<file path="src/rtl/branch_resolver_if.sv">
// Branch request / redirect bundle between the EX stage and the branch resolver.
// The master side issues requests; the slave side resolves them and drives the redirect, flush and statistics.
interface branch_resolver_if #(
    parameter int WIDTH = 32,
    parameter int CNT_W = 16
);
    logic             br_valid;
    logic             br_ready;
    logic [1:0]       br_op;
    logic             zero;
    logic [WIDTH-1:0] pc_plus4;
    logic [WIDTH-1:0] imm;
    logic             redirect_valid;
    logic [WIDTH-1:0] redirect_pc;
    logic             flush;
    logic             taken;
    logic [CNT_W-1:0] branch_cnt;
    logic [CNT_W-1:0] taken_cnt;

    modport master (
        output br_valid, br_op, zero, pc_plus4, imm,
        input  br_ready, redirect_valid, redirect_pc, flush, taken, branch_cnt, taken_cnt
    );

    modport slave (
        input  br_valid, br_op, zero, pc_plus4, imm,
        output br_ready, redirect_valid, redirect_pc, flush, taken, branch_cnt, taken_cnt
    );
endinterface

</file>
<file path="src/rtl/branch_resolver.sv">
// Resolves BEQ/BNE/J requests from the ALU zero flag, issues a one-cycle PC redirect plus a
// multi-cycle flush on taken branches, and keeps saturating branch/taken statistics.
module branch_resolver #(
    parameter int WIDTH        = 32,
    parameter int FLUSH_CYCLES = 2,
    parameter int CNT_W        = 16
) (
    input  logic             clk,
    input  logic             rst,
    branch_resolver_if.slave bus
);
    localparam logic [1:0] S_IDLE    = 2'd0;
    localparam logic [1:0] S_EVAL    = 2'd1;
    localparam logic [1:0] S_RESOLVE = 2'd2;
    localparam logic [1:0] S_FLUSH   = 2'd3;

    localparam logic [1:0] OP_NOP = 2'b00;
    localparam logic [1:0] OP_BEQ = 2'b01;
    localparam logic [1:0] OP_BNE = 2'b10;
    localparam logic [1:0] OP_J   = 2'b11;

    localparam int FW = (FLUSH_CYCLES > 1) ? $clog2(FLUSH_CYCLES) : 1;

    logic [1:0]       r_state;
    logic [1:0]       r_op;
    logic             r_zero;
    logic [WIDTH-1:0] r_pc;
    logic [WIDTH-1:0] r_imm;
    logic             r_tk_pend;
    logic [WIDTH-1:0] r_tgt_pend;
    logic             r_taken;
    logic             r_redirect_valid;
    logic [WIDTH-1:0] r_redirect_pc;
    logic             r_flush;
    logic [FW-1:0]    r_flush_cnt;

    logic             w_taken;
    logic [WIDTH-1:0] w_target;
    logic [1:0]       w_inc;

    always_comb begin
        w_taken = 1'b0;
        case (r_op)
            OP_BEQ:  w_taken = r_zero;
            OP_BNE:  w_taken = ~r_zero;
            OP_J:    w_taken = 1'b1;
            default: w_taken = 1'b0;
        endcase
    end

    // The jump keeps the upper PC region; conditional targets wrap modulo 2^WIDTH.
    assign w_target = (r_op == OP_J) ? {r_pc[WIDTH-1:28], r_imm[25:0], 2'b00}
                                     : r_pc + (r_imm << 2);

    always_ff @(posedge clk) begin
        if (rst) begin
            r_state          <= S_IDLE;
            r_op             <= OP_NOP;
            r_zero           <= 1'b0;
            r_pc             <= '0;
            r_imm            <= '0;
            r_tk_pend        <= 1'b0;
            r_tgt_pend       <= '0;
            r_taken          <= 1'b0;
            r_redirect_valid <= 1'b0;
            r_redirect_pc    <= '0;
            r_flush          <= 1'b0;
            r_flush_cnt      <= '0;
        end else begin
            r_redirect_valid <= 1'b0;
            case (r_state)
                S_IDLE: begin
                    if (bus.br_valid) begin
                        r_op    <= bus.br_op;
                        r_zero  <= bus.zero;
                        r_pc    <= bus.pc_plus4;
                        r_imm   <= bus.imm;
                        r_state <= S_EVAL;
                    end
                end
                // Decision and target are registered one cycle ahead so the adder stays off the output path.
                S_EVAL: begin
                    r_tk_pend  <= w_taken;
                    r_tgt_pend <= w_target;
                    r_state    <= S_RESOLVE;
                end
                S_RESOLVE: begin
                    r_taken <= r_tk_pend;
                    if (r_tk_pend) begin
                        r_redirect_valid <= 1'b1;
                        r_redirect_pc    <= r_tgt_pend;
                        r_flush          <= 1'b1;
                        r_flush_cnt      <= FW'(FLUSH_CYCLES - 1);
                        r_state          <= S_FLUSH;
                    end else begin
                        r_state <= S_IDLE;
                    end
                end
                default: begin
                    if (r_flush_cnt == '0) begin
                        r_flush <= 1'b0;
                        r_state <= S_IDLE;
                    end else begin
                        r_flush_cnt <= r_flush_cnt - FW'(1);
                    end
                end
            endcase
        end
    end

    assign w_inc[0] = (r_state == S_RESOLVE) && (r_op != OP_NOP);
    assign w_inc[1] = (r_state == S_RESOLVE) && r_tk_pend;

    // Index 0 counts resolved branches, index 1 counts taken ones; both stick at all-ones.
    genvar gi;
    generate
        for (gi = 0; gi < 2; gi++) begin : g_cnt
            logic [CNT_W-1:0] r_cnt;
            always_ff @(posedge clk) begin
                if (rst) begin
                    r_cnt <= '0;
                end else if (w_inc[gi] && (r_cnt != {CNT_W{1'b1}})) begin
                    r_cnt <= r_cnt + CNT_W'(1);
                end
            end
        end
    endgenerate

    assign bus.br_ready       = (r_state == S_IDLE);
    assign bus.redirect_valid = r_redirect_valid;
    assign bus.redirect_pc    = r_redirect_pc;
    assign bus.flush          = r_flush;
    assign bus.taken          = r_taken;
    assign bus.branch_cnt     = g_cnt[0].r_cnt;
    assign bus.taken_cnt      = g_cnt[1].r_cnt;
endmodule
</file>
<file path="src/flat_wrapper.sv">
// flat-port wrapper written by rule: the top's interface ports become plain ports
module branch_resolver_flat 
#(
    parameter int WIDTH        = 32,
    parameter int FLUSH_CYCLES = 2,
    parameter int CNT_W        = 16
)
  (clk, rst, bus_br_valid, bus_br_op, bus_zero, bus_pc_plus4, bus_imm, bus_br_ready, bus_redirect_valid, bus_redirect_pc, bus_flush, bus_taken, bus_branch_cnt, bus_taken_cnt);
  branch_resolver_if #(.WIDTH(WIDTH), .CNT_W(CNT_W)) bus_i ();
  input  logic clk;
  input  logic rst;
  input wire logic [$bits(bus_i.br_valid)-1:0] bus_br_valid;
  input wire logic [$bits(bus_i.br_op)-1:0] bus_br_op;
  input wire logic [$bits(bus_i.zero)-1:0] bus_zero;
  input wire logic [$bits(bus_i.pc_plus4)-1:0] bus_pc_plus4;
  input wire logic [$bits(bus_i.imm)-1:0] bus_imm;
  output wire logic [$bits(bus_i.br_ready)-1:0] bus_br_ready;
  output wire logic [$bits(bus_i.redirect_valid)-1:0] bus_redirect_valid;
  output wire logic [$bits(bus_i.redirect_pc)-1:0] bus_redirect_pc;
  output wire logic [$bits(bus_i.flush)-1:0] bus_flush;
  output wire logic [$bits(bus_i.taken)-1:0] bus_taken;
  output wire logic [$bits(bus_i.branch_cnt)-1:0] bus_branch_cnt;
  output wire logic [$bits(bus_i.taken_cnt)-1:0] bus_taken_cnt;
  assign bus_i.br_valid = bus_br_valid;
  assign bus_i.br_op = bus_br_op;
  assign bus_i.zero = bus_zero;
  assign bus_i.pc_plus4 = bus_pc_plus4;
  assign bus_i.imm = bus_imm;
  assign bus_br_ready = bus_i.br_ready;
  assign bus_redirect_valid = bus_i.redirect_valid;
  assign bus_redirect_pc = bus_i.redirect_pc;
  assign bus_flush = bus_i.flush;
  assign bus_taken = bus_i.taken;
  assign bus_branch_cnt = bus_i.branch_cnt;
  assign bus_taken_cnt = bus_i.taken_cnt;
  branch_resolver #(.WIDTH(WIDTH), .FLUSH_CYCLES(FLUSH_CYCLES), .CNT_W(CNT_W)) u_core (.clk(clk), .rst(rst), .bus(bus_i));
endmodule
</file>
<file path="config.mk">
export PLATFORM = sky130hd
export DESIGN_NAME = branch_resolver_flat
export DESIGN_NICKNAME = d
export VERILOG_FILES = /design/src/rtl/branch_resolver_if.sv /design/src/rtl/branch_resolver.sv /design/src/flat_wrapper.sv
export SDC_FILE = /design/constraint.sdc
export NUM_CORES = 1
export LEC_CHECK = 0
export CORE_ASPECT_RATIO = 0.6
export CORE_UTILIZATION = 35
export DETAILED_ROUTE_END_ITERATION = 10
export HOLD_SLACK_MARGIN = 0.03
export PLACE_DENSITY_LB_ADDON = 0.05
export SETUP_SLACK_MARGIN = 0.1
export SLEW_MARGIN = 30
export SYNTH_ARGS = -nofsm -noshare
export SYNTH_HDL_FRONTEND = slang
export SYNTH_SLANG_ARGS = --single-unit
</file>
<file path="constraint.sdc">
create_clock -name clk -period 6.3 [get_ports clk]
set_clock_uncertainty 0.05 [all_clocks]
set_input_delay 0.945 -clock clk [delete_from_list [all_inputs] [get_ports clk]]
set_output_delay 0.945 -clock clk [all_outputs]
set_load 0.02 [all_outputs]
</file>
# == Yosys cells after proc, flatten, opt, wreduce, memory -nomap -nowiden ==
# Cells that the tools add are included.
# word_totals
regBits,168
latch_bits,0
ram_bits,0
romBits,0
input_bits,70
out_inout_bits,68
wordCells,57
memories,0
# classes
n_addsub,4
multipliers,0
n_div,0
magnitude_cmp,0
n_eq_ne,11
n_shift,0
muxes,12
n_bitwise,3
n_reduce_logical,13
# ops
op,count
adder 16 x 1 -> 16 bit (second input constant),2
adder 32 bit,1
2-to-1 mux 32 bit,1
inequality test 16 bit (second input constant),2
AND reduction 2 bit,4
== test 2 bit (second input constant),3
2-to-1 mux 2 bit,3
case mux 2 bit (3 select lines),1
== test 2 x 1 -> 1 bit (second input constant),2
logical AND 1 bit,4
2-to-1 mux 1 bit,4
inequality test 2 bit (second input constant),2
inequality test 4 bit (second input constant),1
case mux 1 bit (2 select lines),2
OR reduction 2 bit,2
inverter 1 bit,3
case mux 1 bit (3 select lines),1
AND reduction 3 bit,1
zero test 2 bit,1
inequality test 2 x 1 -> 1 bit (second input constant),1
nonzero test 2 bit,1
subtractor 1 bit (second input constant),1

# == Depth between registers and ports, before layout ==
# Gate-level depths: netlist (run 1).
# depth
word_depth,4
depth_mapped,10
depth_no_buf,10

# == Least setup slack after synthesis (run 1) ==
# Ideal clock, no wire load.
# synth_path
kind,reg2reg
startpoint,register u_core.r_imm[0]
endpoint,register u_core.r_tgt_pend[26]
setup_time_ns,0.091
arrival_time_ns,2.628
required_time_ns,6.159
setup_slack_ns,3.531
stages_incl_launch_ff,11
n_path_buf,0
period_less_slack_ns,2.769
cell_sequence,dfxtp_1 ha_1 fa_1 a21o_1 a221o_1 a311o_1 a31oi_4 o31a_1 o21ai_2 xnor2_1 a311oi_1
# synth_via
elab_chain_len,2
# synth_rtl
element,line_no,rtl
from (decl),branch_resolver.sv:28,logic [WIDTH-1:0] r_imm;
from (signal assigned),branch_resolver.sv:77,r_imm <= bus.imm;
adder 32 bit,branch_resolver.sv:53,: r_pc + (r_imm << 2);
2-to-1 mux 32 bit,branch_resolver.sv:52,"assign w_target = (r_op == OP_J) ? {r_pc[WIDTH-1:28], r_imm[25:0], 2'b00}"
to (signal assigned),branch_resolver.sv:84,r_tgt_pend <= w_target;
to (decl),branch_resolver.sv:30,logic [WIDTH-1:0] r_tgt_pend;
# Every way passes these cells.
# A chain may end at the register's enable or synchronous reset.

# == Worst setup path in the final report (run 1) ==
# Ends and elaborated chain as after synthesis.

==> results of run 1 <==
[cell usage after synthesis (2+ instances only)]
cell type  instances
a31oi_1            3
o211ai_1           6
nor2b_1            3
o31ai_1            2
o21a_1             3
dfxtp_1          168
a21o_1            15
inv_1             19
a311oi_1          22
clkbuf_1          59
nor3_1            10
nand4_1           14
o21ai_1            3
or3_1             12
nand3_1           17
and4_1             3
mux2i_1            6
a211o_1            4
ha_1              35
xnor2_1           26
nand2_1          268
xor2_1            17
nor2_1            72
o21bai_1           2
and3_1             8
a211oi_1           4
a21oi_1          143
buf_1              2
o21ai_0           34
a31oi_2            2
and2_1             6
o31a_1             2
nand2b_1           8
or2_2              4
[cell type report]
| type | instances | area (sq um) | area share |
|---|---|---|---|
| Timing Repair Buffer | 142 | 1410 | 0.139 |
| Clock inverter | 7 | 93.8 | 0.00924 |
| Clock buffer | 23 | 488 | 0.0481 |
| Multi-Input combinational cell | 775 | 4340 | 0.427 |
| Sequential cell | 168 | 3360 | 0.331 |
| Tap cell | 308 | 385 | 0.0380 |
| Inverter | 19 | 71.3 | 0.00702 |
[critical path: cells and delay by family, from the launching register on]
kind                       cells  cell delay [ps]
xor gates and xnor gates       1              150
AOI/OAI and AO/OA              7             1890
adders and majority gates      2              660
DFF                            1              320
[path summary, 6_finish.rpt]
| check | endpoint | slack, ps |
|---|---|---|
| worst max-delay path | u_core.r_tgt_pend[26] | 3140 |
| worst min-delay path | u_core.bus.redirect_pc[5] | 400 |
| worst max register to register | u_core.r_tgt_pend[26] | 3140 |
| worst min register to register | u_core.bus.redirect_pc[5] | 400 |
[stage by stage]
| step | worst slack (ps) | total power [uW] | hold WS, ps |
|---|---|---|---|
| after floorplan | 3530 | 1610 | 377 |
| after CTS | 3160 | 2850 | 405 |
| after detailed placement | 3180 | 1780 | 396 |
| final | 3140 | 2810 | 400 |
| after global placement | 3190 | 1770 | 391 |
| after global routing | 3000 | 2970 | 423 |
[flip-flops by register name, indices dropped and copies added, names as in the netlist]
| name | count |
|---|---|
| u_core.bus.redirect_pc | 32 |
| u_core.r_pc | 32 |
| u_core.r_tgt_pend | 32 |
| u_core.r_imm | 30 |
| u_core.bus.branch_cnt | 16 |
| u_core.bus.taken_cnt | 16 |
| u_core.r_op | 2 |
| u_core.r_state | 2 |
| u_core.bus.flush | 1 |
| u_core.bus.redirect_valid | 1 |
| u_core.bus.taken | 1 |
| u_core.r_flush_cnt | 1 |
| u_core.r_tk_pend | 1 |
| u_core.r_zero | 1 |
[power breakdown]
part           switching (uW)  internal, uW
clock                     434           621
combinational             321           214
sequential               62.4          1150
[cell families (layout without fill, tap and decap cells)]
| group | after synthesis | in the layout |
|---|---|---|
| flip-flops | 168 | 168 |
| AO/OA/AOI/OAI | 259 | 259 |
| AND/OR/NAND/NOR | 431 | 431 |
| XOR/XNOR | 43 | 43 |
| multiplexers | 6 | 6 |
| adder cells (fa/ha/maj) | 36 | 36 |
| buffers and inverters | 80 | 191 |
[metal layers]
metal,track usage,up-vias,part of all wire
met5,0,-,0
met4,0.0494,0,0.0089
met3,0.0405,16,0.037
met2,0.273,125,0.40
met1,0.300,3380,0.55
li1,-,3721,-
[layout by cell type (no fill, tap or decap), drive strengths merged, types with 8 or more instances in the layout]
cell type	Yosys	layout
a21o	15	15
a21oi	143	143
a311oi	22	22
and3	8	8
buf	2	8
clkbuf	59	23
clkdlybuf4s50	0	134
dfxtp	168	168
ha	35	35
inv	19	19
nand2	268	268
nand2b	8	8
nand3	17	17
nand4	14	14
nor2	72	72
nor3	11	11
o21ai	38	38
or3	12	12
xnor2	26	26
xor2	17	17
==> impl_metrics.csv, run 1 <==
group,metric,value,unit
outcome,status,"completed",
timing,max_freq,0.316,GHz
setup_path,slowest_delay,430,ps
synth,muxShareOfSynthArea,0.00751,
final_layout,final_cells,1442,
timing,max_slew_margin,0.419,
routing,dr.pass1.iters,4,
place,numPlacedInstances,1412,
floorplanning,die_h,119,microns
timing,worst_pin_slew,872,ps
clocking,cts_buffer_depth,2,
setup_path,worstSetupStartpointType,"register",
timing,finalSetupViolCount,0,
power,power_density,276,nW/um^2
min_path,hold_depth,2,
clocking,clk_latency,430,ps
global_route,grt_pass1_vias,6642,
routing,routedWlPerCell,15.5,microns
synth,synth_xor_xnor_area_share,0.0471,
setup_path,path_class,"register to register",
timing,period_needed,3160,ps
place,place_area,9570,sq um
min_path,hold_path.class,"register to register",
power,ir_drop,0.178,mV
routing,vias,7242,
job,drv_cap,0,
timing,fin_crit_sh,0.502,
clocking,numCtsBuffers,17,
global_route,grt_max_degree,93,
synth,synth_edf_count,0,
power,leakagePower,0.00370,uW
global_route,grt_usage,0.196,
final_layout,drive_gt1_frac,0.0476,
routing,wl,22400,microns
synth,synth.cell_area,7990,sq um
final_layout,n_antenna_cell,0,
routing,drt_iter0_drc,491,
final_layout,fill_cells,2280,
setup_path,path_cells,"ha_1 > fa_1 > a21o_1 > a221o_1 > a311o_1 > a31oi_4 > o31a_1 > o21ai_2 > xnor2_1 > a311oi_1",
setup_path,reg2reg_from,"u_core.r_imm[0]",
place,place_hpwl,15000,microns
timing,final_max_slew_viol_count,0,
synth,ys_ff_latch,168,
synth,yosys-top-cells-area,"dfxtp_1, nand2_1, a21oi_1",
setup_path,endpoint_kind,"register",
clocking,clock_sinks,168,
global_route,antenna_found_initial,0,
clocking,cts-resized-gates,0,
synth,async_flop_share,0,
floorplanning,chipWidth,197,microns
final_layout,finish.instance_area,10200,sq um
synth,synthCells,1023,
min_path,hold_start,"u_core.r_tgt_pend[5]",
synth,synth_compound_area_frac,0.200,
setup_path,critPathRequiredTime,6600,ps
floorplanning,rows,42,
synth,syn_avg_cell_area,7.81,sq um
synth,synth_flop_cell,"dfxtp_1",
timing,fin_setup_tns,0,ps
final_layout,syn2layout_area_growth,27.0,%
floorplanning,dieArea,23500,sq um
final_layout,utilization,0.457,
setup_path,worst-r2r-cell-count,10,
setup_path,cp-startpoint,"u_core.r_imm[0]",
global_route,grt_pass1_wl,35700,microns
setup_path,worstPathArrival,3460,ps
final_layout,layout.nets,1229,
synth,yosysSeqAreaShare,0.421,
clocking,tritoncts,"yes",
synth,synth_fa_ha_area_frac,0.0573,
clocking,post_cts_buffers,0,
routing,drc_errors,0,
synth,ys_warn_count,0,
setup_path,crit_path_max_fanout,4,
routing,vias_per_cell,5.02,
synth,netlist.area_leader.share,0.421,
timing,rsz0062_at_grt,"no",
routing,ant_nets,0,
setup_path,critPathSlowestCell,"fa_1",
clocking,clk_pin_slew_worst_paths,70,ps
clocking,root_buffer,"clkbuf_16",
floorplanning,pin_count,138,
floorplanning,initial_core_util,0.360,
synth,synth_top_family_by_area,"simple AND/OR/NAND/NOR gates",
global_route,overflow,0,
synth,syn_nets,1129,
place,place_congestion,0.873,
place,io_buffers,135,
timing,finalHoldViolations,0,
clocking,cts_max_level,4,
synth,yosysUniqueCellTypes,55,
synth,synth_simple_gate_area_frac,0.230,
floorplanning,core_region_area,22200,sq um
synth,yosys.area.top_type,"dfxtp_1",
clocking,postCtsHoldBufs,0,
Note: power is estimated with default switching activity, not from simulation.
==> inputs of run 2 (changes only) <==
==> constraint.sdc (replaced) <==
create_clock -name clk -period 2.9 [get_ports clk]
set_clock_uncertainty 0.05 [all_clocks]
set_input_delay 0.435 -clock clk [delete_from_list [all_inputs] [get_ports clk]]
set_output_delay 0.435 -clock clk [all_outputs]
set_load 0.02 [all_outputs]
==> run 2 against run 1 <==
Against the previous run:
- cell area grew 2.6%
- setup slack lost 3100 ps
- register-to-register slack lost 3100 ps
- hold slack lost 3.0 ps
- flip-flop and latch count is the same
- sequential power grew 120%
- sequential share of layout area shrank 0.83 points
- cell count grew 1.7%
- via count grew 0.98%
- clock-buffer cell count grew 2
- core utilization grew 1.2 points
- clock power grew 110%
==> impl_metrics.csv, run 2 (synthesis results as in run 1) <==
group,metric,value,unit
outcome,status,"completed",
routing,vias,7313,
setup_path,crit_path_max_fanout,4,
timing,max_freq,0.352,GHz
floorplanning,pin_count,138,
place,place_congestion,0.822,
floorplanning,initial_core_util,0.360,
clocking,root_buffer,"clkbuf_16",
floorplanning,die_h,119,microns
floorplanning,core_region_area,22200,sq um
setup_path,rrSetupSlack,60,ps
clocking,numCtsBuffers,17,
final_layout,final_cell_mix,"nand2_1, dfxtp_1, a21oi_1, clkdlybuf4s50_1, nor2_1",
place,dp_slack,-102,ps
clocking,clk_pin_slew_worst_paths,70,ps
final_layout,seq_area,3370,sq um
place,place_hpwl,15400,microns
min_path,hold_start,"u_core.r_tgt_pend[5]",
routing,drc_errors,0,
routing,ant_nets,0,
final_layout,utilization,0.469,
timing,finalSetupViolCount,0,
timing,fin_crit_sh,0.979,
clocking,postCtsHoldBufs,0,
setup_path,reg2reg_from,"u_core.r_pc[2]",
global_route,grt_pass1_vias,6771,
setup_path,critPathRequiredTime,3190,ps
floorplanning,rows,42,
setup_path,worstPathArrival,3130,ps
clocking,clock_sinks,168,
floorplanning,dieArea,23500,sq um
power,leakagePower,0.00383,uW
final_layout,drive_gt1_frac,0.0768,
timing,setup_slack,61.3,ps
routing,dr.pass1.iters,5,
job,drv_cap,0,
power,ir_drop,0.357,mV
timing,worst_pin_slew,608,ps
final_layout,multi_input_area,4400,sq um
setup_path,endpoint_kind,"register",
setup_path,worst-r2r-cell-count,10,
final_layout,final_common_cell,"nand2_1",
clocking,tritoncts,"yes",
timing,rsz0062_at_grt,"yes",
global_route,grt_pass1_wl,36200,microns
global_route,antenna_found_initial,0,
routing,drt_iter0_drc,394,
min_path,min_to,"u_core.bus.redirect_pc[5]",
timing,fin_setup_tns,0,ps
floorplanning,chipWidth,197,microns
min_path,hold_depth,2,
setup_path,path_class,"register to register",
setup_path,reg2reg_to,"u_core.r_tgt_pend[26]",
setup_path,worstSetupStartpointType,"register",
routing,vias_per_cell,4.99,
power,power_density,588,nW/um^2
routing,routedWlPerCell,15.4,microns
place,io_buffers,135,
power,totalPowerFinal,6120,uW
timing,finalHoldViolations,0,
clocking,cts_max_level,4,
final_layout,syn2layout_area_growth,30.4,%
final_layout,fill_cells,2193,
timing,final_max_slew_viol_count,0,
routing,wl,22700,microns
clocking,clk_latency,440,ps
min_path,hold_path.class,"register to register",
global_route,grt_usage,0.197,
final_layout,n_antenna_cell,0,
timing,max_slew_margin,0.595,
timing,period_needed,2840,ps
final_layout,layout.nets,1253,
global_route,overflow,0,
clocking,cts_buffer_depth,2,
global_route,grt_max_degree,75,
[run 2: changes by cell type in the layout (fill, tap and decap cells not counted), moves of 2 or more]
cell      previous run  this run
buf_4                7        28
a311oi_1            22        19
a311oi_2             0         3
buf_12               1         4
dfxtp_1            168       166
dfxtp_2              0         2
ha_1                34        32
[run 2: where the power goes]
part,switching (uW),internal (uW),total (uW)
Sequential,137,2510,2650
Combinational,723,513,1240
Clock,950,1290,2240
Total,1810,4310,6120
[run 2: how the worst max path moves through the flow]
stage,startpoint,end,slack [ps]
after floorplan,u_core.r_imm[0],u_core.r_tgt_pend[26],130
after CTS,u_core.r_pc[2],u_core.r_tgt_pend[28],30
after global routing,u_core.r_pc[2],u_core.r_tgt_pend[26],-10
after global placement,u_core.r_imm[0],u_core.r_tgt_pend[26],-60
final,u_core.r_pc[2],u_core.r_tgt_pend[26],60
after detailed placement,u_core.r_imm[0],u_core.r_tgt_pend[26],-100
[run 2: final cells by class]
| type | count | share of cell area |
|---|---|---|
| clock buffers | 25 | 0.0485 |
| clock inverters | 6 | 0.00612 |
| inverters | 19 | 0.00684 |
| multi-input cells | 775 | 0.422 |
| flip-flops and latches | 168 | 0.323 |
| well taps | 308 | 0.0370 |
| repair buffers | 166 | 0.157 |
[run 2: critical path, stage by stage, from the launching register on]
cell	delay, ps
dfxtp_2	340
ha_4	160
fa_2	340
a21o_1	200
a221o_1	350
a311o_1	380
a31oi_4	290
o31a_1	240
o21ai_2	70
xnor2_1	130
a311oi_1	190
[run 2: stage by stage]
stage,hold slack (ps),instances,instance area [sq um]
global placement,392,1424,9700
global route,416,1467,10400
detailed placement,393,1424,9700
floorplan,377,1023,7990
CTS,403,1458,10300
finish,397,1467,10400
[run 2: per-layer routing]
layer	GRT usage	wire length [microns]	up-vias
li1	-	-	3768
met1	0.308	12800	3408
met2	0.267	8860	119
met3	0.0416	784	18
met4	0.0518	220	0
met5	0	0	-
[run 2: what timing repair did]
action	4_1_cts	5_1_grt
pin swaps	14	16
endpoints found under the setup margin	7	11
buffers inserted	3	9
resized for setup	7	8
endpoints found under the hold margin	0	0
==> inputs of run 3 (changes only) <==
--- a/config.mk
+++ b/config.mk
@@ -6,7 +6,8 @@
 export NUM_CORES = 1
 export LEC_CHECK = 0
 export CORE_ASPECT_RATIO = 0.6
-export CORE_UTILIZATION = 35
+export CORE_MARGIN = 10
+export CORE_UTILIZATION = 48
 export DETAILED_ROUTE_END_ITERATION = 10
 export HOLD_SLACK_MARGIN = 0.03
 export PLACE_DENSITY_LB_ADDON = 0.05
==> run 3 against run 2 <==
Against the previous run:
- cell count down 5.9%
- core utilization up 16 points
- non-clock buffer count down 6
- sequential power about the same
- maximum frequency about the same
- critical endpoint unchanged
==> impl_metrics.csv, run 3 (synthesis results as in run 1) <==
group,metric,value,unit
power,leakagePower,0.00380,uW
clocking,numCtsBuffers,17,
global_route,overflow,0,
place,numPlacedInstances,1347,
timing,final_max_slew_viol_count,0,
setup_path,crit_cells,10,
floorplanning,dieArea,22400,sq um
min_path,hold_path.class,"register to register",
setup_path,crit_path_max_fanout,4,
clocking,root_buffer,"clkbuf_16",
power,totalPowerFinal,6190,uW
setup_path,worstSetupStartpointType,"register",
routing,dr.pass1.iters,6,
clocking,clk_pin_slew_worst_paths,70,ps
final_layout,n_antenna_cell,0,
timing,finalHoldViolations,0,
timing,max_freq,0.352,GHz
timing,setup_slack,62.9,ps
floorplanning,pin_count,138,
setup_path,worstPathArrival,3120,ps
timing,period_needed,2840,ps
floorplanning,chipWidth,187,microns
routing,ant_nets,0,
setup_path,endpoint_kind,"register",
clocking,cts_max_level,4,
routing,routedWlPerCell,16.1,microns
floorplanning,rows,36,
setup_path,worst-r2r-cell-count,10,
global_route,grt_max_degree,59,
global_route,grt_pass1_vias,7065,
clocking,clk_latency,420,ps
place,place_congestion,0.906,
final_layout,fill_cells,1455,
routing,wl,22200,microns
clocking,cts_buffer_depth,2,
min_path,hold_depth,2,
setup_path,cpLargestDelayFamily,"compound AO/OA/AOI/OAI gates",
routing,drc_errors,0,
setup_path,path_class,"register to register",
final_layout,final_cells,1381,
place,io_buffers,135,
routing,vias,7459,
setup_path,slowest_delay,380,ps
setup_path,path_cells,"ha_4 > fa_2 > a21o_1 > a221o_1 > a311o_1 > a31oi_4 > o31a_1 > o21ai_2 > xnor2_1 > a311oi_1",
job,drv_cap,0,
timing,worst_pin_slew,672,ps
power,ir_drop,0.401,mV
setup_path,critPathRequiredTime,3190,ps
place,place_hpwl,15300,microns
floorplanning,initial_core_util,0.492,
setup_path,critPathSlowestCell,"a311o_1",
routing,vias_per_cell,5.40,
global_route,grt_pass1_wl,36300,microns
place,dp_slack,-36.4,ps
clocking,postCtsHoldBufs,0,
final_layout,layout.nets,1247,
global_route,grt_usage,0.192,
final_layout,final_common_cell,"nand2_1",
timing,rsz0062_at_grt,"yes",
outcome,status,"completed",
clocking,clock_sinks,168,
timing,max_slew_margin,0.552,
floorplanning,die_h,120,microns
power,power_density,603,nW/um^2
global_route,antenna_found_initial,0,
timing,finalSetupViolCount,0,
floorplanning,core_region_area,16300,sq um
final_layout,drive_gt1_frac,0.0694,
clocking,tritoncts,"yes",
setup_path,path_buf_inv,0,
final_layout,syn2layout_area_growth,28.4,%
final_layout,final_cell_mix,"nand2_1, dfxtp_1, a21oi_1, clkdlybuf4s50_1, nor2_1",
timing,fin_crit_sh,0.978,
routing,drt_iter0_drc,646,
run 3: changes by cell type in the layout (fill, tap and decap cells not counted), moves of 2 or more:
cell	change
buf_4	-5
clkbuf_8	-4
clkinv_4	+4
clkbuf_1	-3
a311oi_1	+2
a311oi_2	-2
clkinv_8	+2
inv_6	+2
run 3: where the power goes:
group / internal, uW / total (uW) / switching [uW] / leakage (uW)
Sequential: 2510 / 2650 / 138 / 0.00137
Clock: 1320 / 2340 / 1030 / 0.000293
Combinational: 497 / 1210 / 708 / 0.00214
Total: 4320 / 6190 / 1870 / 0.00380
run 3: metal layers:
layer	GRT usage	wire [microns]
met5	0	0
met4	0.0466	130
met3	0.0379	1160
met2	0.286	9440
met1	0.278	11400
run 3: worst register-to-register path: cells and delay by family, from the launching register on:
| family | cells | cell delay [ps] |
|---|---|---|
| AO/OA/AOI/OAI | 7 | 1720 |
| adder cells (fa/ha/maj) | 2 | 510 |
| flip-flops | 1 | 340 |
| XOR/XNOR | 1 | 130 |
run 3: worst paths after layout:
path / slack (ps) / end / from
max: 60 / u_core.r_tgt_pend[26] / u_core.r_pc[2]
min: 400 / u_core.bus.redirect_pc[5] / u_core.r_tgt_pend[5]
max reg2reg: 60 / u_core.r_tgt_pend[26] / u_core.r_pc[2]
min reg2reg: 400 / u_core.bus.redirect_pc[5] / u_core.r_tgt_pend[5]
run 3: cell type report:
cell class	instances	area [sq um]	area share
Multi-Input combinational cell	775	4360	0.425
Tap cell	228	285	0.0278
Sequential cell	168	3370	0.328
Clock buffer	18	439	0.0428
Timing Repair Buffer	160	1570	0.153
Inverter	19	71.3	0.00695
Clock inverter	13	166	0.0162
run 3: what timing repair did:
action | in CTS | in global routing
gates resized for setup | 6 | 1
endpoints found under the setup margin | 6 | 9
pin swaps | 12 | 10
buffers inserted | 0 | 3
run 3: metrics by stage:
stage                util  hold slack, ps  TNS [ps]  instance area, sq um
floorplan               -             377         0                  7990
global placement    0.591             390         0                  9610
detailed placement  0.591             396     -53.4                  9610
CTS                 0.629             404         0                 10200
global route        0.631             417     -80.1                 10300
finish              0.631             400         0                 10300
